[config.mk]
export PLATFORM = sky130hd
export DESIGN_NAME = i2c_cfg_sequencer
export DESIGN_NICKNAME = d
export VERILOG_FILES = /design/src/rtl/i2c_cfg_sequencer.sv
export SDC_FILE = /design/constraint.sdc
export NUM_CORES = 1
export LEC_CHECK = 0
export CAP_MARGIN = 20
export CORE_UTILIZATION = 30
export CTS_CLUSTER_DIAMETER = 100
export DETAILED_ROUTE_END_ITERATION = 8
export GPL_TIMING_DRIVEN = 0
export PLACE_DENSITY_LB_ADDON = 0.2
export SYNTH_ARGS = -nofsm -noshare
export SYNTH_HDL_FRONTEND = slang
export SYNTH_SLANG_ARGS = --single-unit
[constraint.sdc]
create_clock -name pclk -period 3.1 [get_ports pclk]
set_input_delay 0.62 -clock pclk [delete_from_list [all_inputs] [get_ports pclk]]
set_output_delay 0.62 -clock pclk [all_outputs]
set_load 0.02 [all_outputs]
[src/rtl/i2c_cfg_sequencer.sv]
// Command-FIFO driven sequencer for the byte-serial register port of i2c_u_fpga:
// replays address-load, data-load and access-strobe phases with programmable timing.
module i2c_cfg_sequencer #(
   parameter int SETUP_CYC  = 6,
   parameter int STROBE_CYC = 6,
   parameter int GAP_CYC    = 11,
   parameter int FIFO_DEPTH = 4,
   parameter int CNT_W      = 8
) (
   input  logic       pclk,
   input  logic       prst,
   input  logic       seq_en,
   input  logic       cmd_valid,
   output logic       cmd_ready,
   input  logic       cmd_rd,
   input  logic [7:0] cmd_addr,
   input  logic [7:0] cmd_wdata,
   output logic [7:0] data_in,
   output logic       data_sel,
   output logic       data_wr,
   output logic       apb_we,
   output logic       apb_re,
   input  logic [7:0] data_out,
   output logic       rsp_valid,
   output logic       rsp_rd,
   output logic [7:0] rsp_rdata,
   output logic       busy
);

   localparam int AW = $clog2(FIFO_DEPTH);
   localparam int CW = AW + 1;
   localparam logic [CW-1:0]    FULL_CNT  = CW'(FIFO_DEPTH);
   localparam logic [CNT_W-1:0] SETUP_LD  = CNT_W'(SETUP_CYC - 1);
   localparam logic [CNT_W-1:0] STROBE_LD = CNT_W'(STROBE_CYC - 1);
   localparam logic [CNT_W-1:0] GAP_LD    = CNT_W'(GAP_CYC - 1);

   typedef enum logic [3:0] {
      IDLE,
      A_SET,
      A_STB,
      A_GAP,
      D_SET,
      D_STB,
      D_GAP,
      X_STB,
      X_GAP
   } state_t;

   state_t           state;
   logic [CNT_W-1:0] timer;
   logic [16:0]      fifo_mem [FIFO_DEPTH];
   logic [AW-1:0]    wr_ptr;
   logic [AW-1:0]    rd_ptr;
   logic [CW-1:0]    count;
   logic [16:0]      head;
   logic             push;
   logic             pop;
   logic             timer_done;
   logic             complete_next;
   logic             cur_rd;
   logic [7:0]       cur_wdata;
   logic [7:0]       rdata_cap;

   assign cmd_ready  = (count != FULL_CNT);
   assign push       = cmd_valid && cmd_ready;
   assign pop        = (state == IDLE) && (count != '0) && seq_en;
   assign head       = fifo_mem[rd_ptr];
   assign busy       = (state != IDLE) || (count != '0);
   assign timer_done = (timer == '0);

   // rsp_valid is registered, so it is raised one edge ahead of the last X_GAP cycle;
   // with a one-cycle gap that edge is the X_STB exit itself.
   assign complete_next = ((state == X_STB) && timer_done && (GAP_CYC == 1)) ||
                          ((state == X_GAP) && (timer == CNT_W'(1)));

   always_ff @(posedge pclk) begin
      if (push) fifo_mem[wr_ptr] <= {cmd_rd, cmd_addr, cmd_wdata};
   end

   always_ff @(posedge pclk or posedge prst) begin
      if (prst) begin
         wr_ptr <= '0;
         rd_ptr <= '0;
         count  <= '0;
      end else begin
         if (push) wr_ptr <= wr_ptr + 1'b1;
         if (pop)  rd_ptr <= rd_ptr + 1'b1;
         case ({push, pop})
            2'b10:   count <= count + 1'b1;
            2'b01:   count <= count - 1'b1;
            default: count <= count;
         endcase
      end
   end

   always_ff @(posedge pclk or posedge prst) begin
      if (prst) begin
         state     <= IDLE;
         timer     <= '0;
         cur_rd    <= 1'b0;
         cur_wdata <= '0;
         rdata_cap <= '0;
         data_in   <= '0;
         data_sel  <= 1'b0;
         data_wr   <= 1'b0;
         apb_we    <= 1'b0;
         apb_re    <= 1'b0;
         rsp_valid <= 1'b0;
         rsp_rd    <= 1'b0;
         rsp_rdata <= '0;
      end else begin
         rsp_valid <= complete_next;
         if (complete_next) begin
            rsp_rd    <= cur_rd;
            rsp_rdata <= (state == X_STB) ? (cur_rd ? data_out : '0) : rdata_cap;
         end

         case (state)
            IDLE: begin
               if (pop) begin
                  cur_rd    <= head[16];
                  cur_wdata <= head[7:0];
                  data_in   <= head[15:8];
                  data_sel  <= 1'b0;
                  timer     <= SETUP_LD;
                  state     <= A_SET;
               end
            end
            A_SET: begin
               if (timer_done) begin
                  data_wr <= 1'b1;
                  timer   <= STROBE_LD;
                  state   <= A_STB;
               end else begin
                  timer <= timer - 1'b1;
               end
            end
            A_STB: begin
               if (timer_done) begin
                  data_wr <= 1'b0;
                  timer   <= GAP_LD;
                  state   <= A_GAP;
               end else begin
                  timer <= timer - 1'b1;
               end
            end
            A_GAP: begin
               if (timer_done) begin
                  if (cur_rd) begin
                     apb_re <= 1'b1;
                     timer  <= STROBE_LD;
                     state  <= X_STB;
                  end else begin
                     data_in  <= cur_wdata;
                     data_sel <= 1'b1;
                     timer    <= SETUP_LD;
                     state    <= D_SET;
                  end
               end else begin
                  timer <= timer - 1'b1;
               end
            end
            D_SET: begin
               if (timer_done) begin
                  data_wr <= 1'b1;
                  timer   <= STROBE_LD;
                  state   <= D_STB;
               end else begin
                  timer <= timer - 1'b1;
               end
            end
            D_STB: begin
               if (timer_done) begin
                  data_wr <= 1'b0;
                  timer   <= GAP_LD;
                  state   <= D_GAP;
               end else begin
                  timer <= timer - 1'b1;
               end
            end
            D_GAP: begin
               if (timer_done) begin
                  apb_we <= 1'b1;
                  timer  <= STROBE_LD;
                  state  <= X_STB;
               end else begin
                  timer <= timer - 1'b1;
               end
            end
            X_STB: begin
               if (timer_done) begin
                  apb_we    <= 1'b0;
                  apb_re    <= 1'b0;
                  rdata_cap <= cur_rd ? data_out : '0;
                  timer     <= GAP_LD;
                  state     <= X_GAP;
               end else begin
                  timer <= timer - 1'b1;
               end
            end
            X_GAP: begin
               if (timer_done) begin
                  data_in  <= '0;
                  data_sel <= 1'b0;
                  state    <= IDLE;
               end else begin
                  timer <= timer - 1'b1;
               end
            end
            default: begin
               state <= IDLE;
               timer <= '0;
            end
         endcase
      end
   end

endmodule

==> results.cfg, run 1 <==
[sta]
final.setup.tns_ps = 0
setup_ws_ps = 246
finalHoldViolations = 0
clock_skew_ps = 11.4
clock.fmax_mhz = 350
drv_slew = 0
fin_crit_sh_pct = 92.1
finalCriticalPeriod_ps = 2850
max_slew.worst_pin.slew_ps = 1010
finalSetupViolCount = 0
slew_headroom_pct = 32.9
holdWs_ps = 470
rsz0062_at_grt = false

[placement]
dp_hpwl_um = 7790
place.gp.congestion = 0.792
place_area_sq_um = 6330
portBuffers = 52
dp_slack_ps = 199

[flow_run]
drv_cap = 0

[layout]
drive_above_1_share_pct = 19.6
antenna_cells = 0
multiInputGateArea_sq_um = 1850
seq_area_sq_um = 3490
fin_nets = 496
fill_cells = 1649
final_cell_area_sq_um = 6880
syn_to_final_growth_pct = 25.1

[clock_network]
ctsHoldBuffers = 0
clk_latency_ps = 410
clock_sinks = 126
cts_max_level = 4
post_cts.repair.setup_buffers = 0
numCtsBuffers = 17
cts_buffer_depth = 2
tritoncts = yes
clk_pin_slew_ps = 50
clock-root-buffer = clkbuf_16
cts-resized-gates = 0

[floorplan]
die_y_um = 137
core_sq_um = 18000
die-area_sq_um = 18900
fp.dieW_um = 137
num_rows = 49
start_util_pct = 30.6
io_pins = 53

[power]
swShare_pct = 23.6
power_per_cell_area_nw_per_um2 = 635
power_frac_clock_pct = 42.9
p_leak_nw = 2.70
switchingPower_mw = 1.03
p_int_mw = 3.34
pwr-share-comb_pct = 9.5
max-vdd-ir-drop_v = 0.000480
p_seq_share_pct = 47.6

[routing]
wl_per_cell_um = 16.5
dr.pass1.iters = 4
routed_wirelength_um = 11500
vias_per_cell = 4.74
drc = 0
vias = 3306
postRouteAntennaNets = 0
drtIter0Drc = 159

[synthesis]
yosys.area.top_type = edfxtp_1
synth_area_sq_um = 5500
syn_inst = 386
syn-num-nets = 424
ys_warn_count = 0
synth.distinct_cells = 61
yosysSeqAreaShare_pct = 63.5
yosysTopAreaCellShare_pct = 37.1
ys_ff_latch = 126
syn_avg_cell_area_sq_um = 14.2
synth_flop_cell = edfxtp_1
synthTopCellsByArea = edfxtp_1 37%, dfrtp_1 26%, mux4_2 7.0%
async_reset_ff_share_pct = 46.0
synth-edff-count = 68

[worst_setup_path]
cp.required_ps = 2480
rr_startpoint = state[2]
reg2reg_setup_slack_ps = 500
cp_data_arrival_time_ps = 2230
cp_slowest_stage_delay_ps = 560
crit_type = flip-flop to output pin
r2r-end = count[2]
worstSetupStartpoint = state[3]
crit_fanout = 10
endpoint_kind = output pin
cpMaxStageDelayCell = nor4_1
r2r_cells = 10
cp_cell_sequence = buf_2, nor4_1, nand3b_1, clkdlybuf4s50_1
critPathLaunchType = flip-flop

[hold_path]
hp-class = flip-flop to flip-flop
holdPathEnd = rsp_rdata[1]
hp-start = rsp_rdata[1]
hold_depth = 2

[status]
outcome = completed

[global_route]
grt_pass1_wl_um = 18200
overflow = 0
grt_max_degree = 33
antenna_found_initial = 0
grtUsageTotal_pct = 13.3
grt_pass1_vias = 3381
## cell usage after synthesis, drive strengths merged (2+ instances only)
| library cell | instances |
|---|---|
| inv | 13 |
| and3 | 4 |
| mux2 | 18 |
| dfrtp | 58 |
| nor2b | 2 |
| nand3 | 7 |
| and2 | 4 |
| a21oi | 12 |
| clkbuf | 3 |
| nand4 | 2 |
| buf | 14 |
| o31ai | 3 |
| nor2 | 24 |
| xor2 | 4 |
| nor3 | 12 |
| mux2i | 2 |
| a31oi | 4 |
| edfxtp | 68 |
| a22o | 10 |
| nand2 | 50 |
| xnor2 | 5 |
| mux4 | 17 |
| nor4 | 5 |
| ha | 8 |
| or3 | 2 |
| o21ai | 19 |
## layout make-up
type	count	share of cell area [%]
clock buffer	18	6.24
multi-input combinational	230	26.9
sequential	126	50.8
buffer	17	1.55
inverter	13	0.709
tap	229	4.17
clock inverter	12	1.78
timing repair buffer	53	7.86
## layout by cell type (no fill, tap or decap), types with 8 or more instances in the layout
| cell | synthesis | layout |
|---|---|---|
| edfxtp_1 | 68 | 68 |
| dfrtp_1 | 58 | 58 |
| clkdlybuf4s50_1 | 0 | 52 |
| nand2_1 | 49 | 49 |
| nor2_1 | 23 | 23 |
| mux4_2 | 17 | 17 |
| clkbuf_16 | 0 | 17 |
| o21ai_1 | 12 | 12 |
| a21oi_1 | 11 | 11 |
| inv_1 | 11 | 10 |
| a22o_1 | 10 | 10 |
| buf_2 | 9 | 9 |
| mux2_2 | 9 | 9 |
| nor3_1 | 8 | 8 |
| mux2_4 | 8 | 8 |
| ha_1 | 8 | 8 |
## critical path: cells and delay by family, from the launching register on
| kind | cells | cell delay [ps] |
|---|---|---|
| buffers and inverters | 2 | 770 |
| flip-flops | 1 | 350 |
| AND/OR/NAND/NOR | 2 | 700 |
## worst max-delay path by stage
stage,to,slack [ps],cells past startpoint
floorplan,count[2],710,10
global placement,cur_wdata[4],-160,2
detailed placement,count[2],200,10
CTS,busy,160,4
global route,busy,80,4
finish,busy,250,4
## cell families (layout without fill, tap and decap cells)
group           Yosys count  in the layout  synth area share [%]
xor+xnor                  9              9                  1.43
mux                      37             37                  11.6
simple gates            116            116                  10.7
buf+inv                  30            113                  2.82
compound gates           59             59                  7.76
fa+ha+maj                 9              9                  2.18
flops                   126            126                  63.5
## per-layer routing
layer	vias up	global-route usage [%]	part of all wire, %
met3	13	3.75	4.3
met2	79	21.9	50
li1	1573	-	-
met5	-	0	0
met4	0	5.31	1.2
met1	1641	16.3	45
## power by group through the flow
stage	Sequential (mW)	Clock, mW	Combinational (mW)
2_1_floorplan	2.09	0	0.269
3_3_place_gp	2.10	0	0.416
3_5_place_dp	2.11	0	0.435
4_1_cts	2.08	1.92	0.436
5_1_grt	2.09	1.99	0.464
6_report	2.08	1.87	0.416
## per-stage QoR
| stage | std cells | power (mW) | util (%) |
|---|---|---|---|
| after floorplan | 386 | 2.35 | - |
| after global routing | 698 | 4.55 | 38.3 |
| after global placement | 667 | 2.51 | 35.1 |
| after detailed placement | 668 | 2.54 | 35.2 |
| final | 698 | 4.37 | 38.3 |
| after CTS | 698 | 4.43 | 38.3 |
## registers in the layout (all words and copies together), names as in the netlist, 2 cells and up
name / count
rsp_rdata: 8
rdata_cap: 8
state: 4
timer: 8
count: 3
data_in: 8
wr_ptr: 2
cur_wdata: 8
rd_ptr: 2
fifo_mem: 68
Note: power is estimated with default switching activity, not from simulation.
==> inputs of run 2 (changes only) <==
--- a/config.mk
+++ b/config.mk
@@ -9,7 +9,7 @@
 export CORE_UTILIZATION = 30
 export CTS_CLUSTER_DIAMETER = 100
 export DETAILED_ROUTE_END_ITERATION = 8
-export GPL_TIMING_DRIVEN = 0
+export GPL_TIMING_DRIVEN = 1
 export PLACE_DENSITY_LB_ADDON = 0.2
 export SYNTH_ARGS = -nofsm -noshare
 export SYNTH_HDL_FRONTEND = slang
==> run 2 against run 1 <==
  * Wire length down 3.9%
  * Utilization up 0.33 points
  * Clock-buffer cell count down 1
  * Final cell count decreased by 0.72%
  * Worst hold slack improved by 5.5 ps
  * Die area stayed put
  * Largest power group is now the clock network
==> results.cfg, run 2 (synthesized netlist as in run 1, its figures left out) <==
[clock_network]
clk_latency_ps = 410
tritoncts = yes
clock-root-buffer = clkbuf_16
cts_max_level = 4
numCtsBuffers = 17
clk_pin_slew_ps = 60
cts_buffer_depth = 2
ctsHoldBuffers = 0
clock_sinks = 126
cts-resized-gates = 0
post_cts.repair.setup_buffers = 0

[sta]
finalSetupViolCount = 0
rsz0062_at_grt = false
setup_ws_ps = 319
clock_skew_ps = 9.81
slew_headroom_pct = 51.7
final.setup.tns_ps = 0
fin_crit_sh_pct = 89.7
drv_slew = 0
finalCriticalPeriod_ps = 2780
clock.fmax_mhz = 360
finalHoldViolations = 0
holdWs_ps = 475
max_slew.worst_pin.slew_ps = 724

[global_route]
use_met3_pct = 3.86
overflow = 0
grtUsageTotal_pct = 13.0
use_met2_pct = 21.5
grt_pass1_wl_um = 17900
grt-busiest-layer = met2
grt_pass1_vias = 3330
grtUsageMet1_pct = 15.8
antenna_found_initial = 0
grt_max_degree = 32

[placement]
dp_slack_ps = 543
place.gp.congestion = 0.794
dp_hpwl_um = 7470
portBuffers = 52
placed_cells = 661

[routing]
drtIter0Drc = 139
vias_per_cell = 4.69
routed_wirelength_um = 11100
wl_per_cell_um = 15.9
vias = 3250
dr.pass1.iters = 4
drc = 0
postRouteAntennaNets = 0

[floorplan]
start_util_pct = 30.6
fp.dieW_um = 137
die-area_sq_um = 18900
core_sq_um = 18000
die_y_um = 137
io_pins = 53
num_rows = 49

[worst_setup_path]
crit_fanout = 12
endpoint_kind = output pin
cp.required_ps = 2480
cp_slowest_stage_delay_ps = 560
critPathLaunchType = flip-flop
crit_type = flip-flop to output pin
cpMaxStageDelayCell = clkdlybuf4s50_1
cp_data_arrival_time_ps = 2160
cp_cell_sequence = nor4_1, nand3b_1, clkdlybuf4s50_1

[hold_path]
hp-class = flip-flop to flip-flop

[power]
power_per_cell_area_nw_per_um2 = 671
p_leak_nw = 2.73
max-vdd-ir-drop_v = 0.000384
p_total_mw = 4.65

[status]
outcome = completed

[layout]
multiInputGateArea_sq_um = 1850
mostFrequentLayoutCell = edfxtp_1
regMostFlops = fifo_mem
fin_cells = 693
largest_register_ffs = 68
final_cell_mix = 68 x edfxtp_1, 58 x dfrtp_1, 52 x clkdlybuf4s50_1, 49 x nand2_1, 23 x nor2_1
drive_above_1_share_pct = 19.6
syn_to_final_growth_pct = 26.1
seq_area_sq_um = 3490
fill_cells = 1679
fin_nets = 489
antenna_cells = 0

[flow_run]
drv_cap = 0
==> run 2: per-stage QoR <==
stage	instance area [sq um]	utilization, %
4_1_cts	6940	38.6
6_report	6940	38.6
3_3_place_gp	6300	35.0
5_1_grt	6940	38.6
3_5_place_dp	6300	35.0
2_1_floorplan	5500	-
==> run 2: critical path, delay by kind of cell (launching register included) <==
| kind | cells | cell delay, ps |
|---|---|---|
| simple gates | 2 | 670 |
| buf+inv | 1 | 560 |
| flops | 1 | 530 |
==> run 2: path summary, 6_finish.rpt <==
kind	startpoint	end	slack, ps	depth (start not counted)
max reg2reg	state[0]	count[2]	720	8
min in group asynchronous	prst	count[1]	640	2
min	rsp_rd	rsp_rd	480	2
max in group asynchronous	prst	cur_wdata[5]	1860	3
min reg2reg	rsp_rd	rsp_rd	480	2
max	state[1]	busy	320	3
==> run 2: metal layers <==
layer	wire length (um)	up-vias
met4	194	0
li1	-	1559
met1	5050	1608
met5	0	-
met2	5420	69
met3	393	14
==> run 2: cell type report <==
cell class	instances	share of cell area [%]
Multi-Input combinational cell	230	26.7
Clock inverter	15	3.12
Clock buffer	17	6.13
Sequential cell	126	50.4
Timing Repair Buffer	63	8.87
Tap cell	229	4.13
Inverter	13	0.703
==> run 2: where the power goes <==
part           internal, mW  switching, mW  total, mW  leakage [nW]
Sequential             2.00         0.0724       2.07          1.33
Clock                  1.42          0.722       2.14         0.306
Combinational         0.184          0.253      0.437          1.09
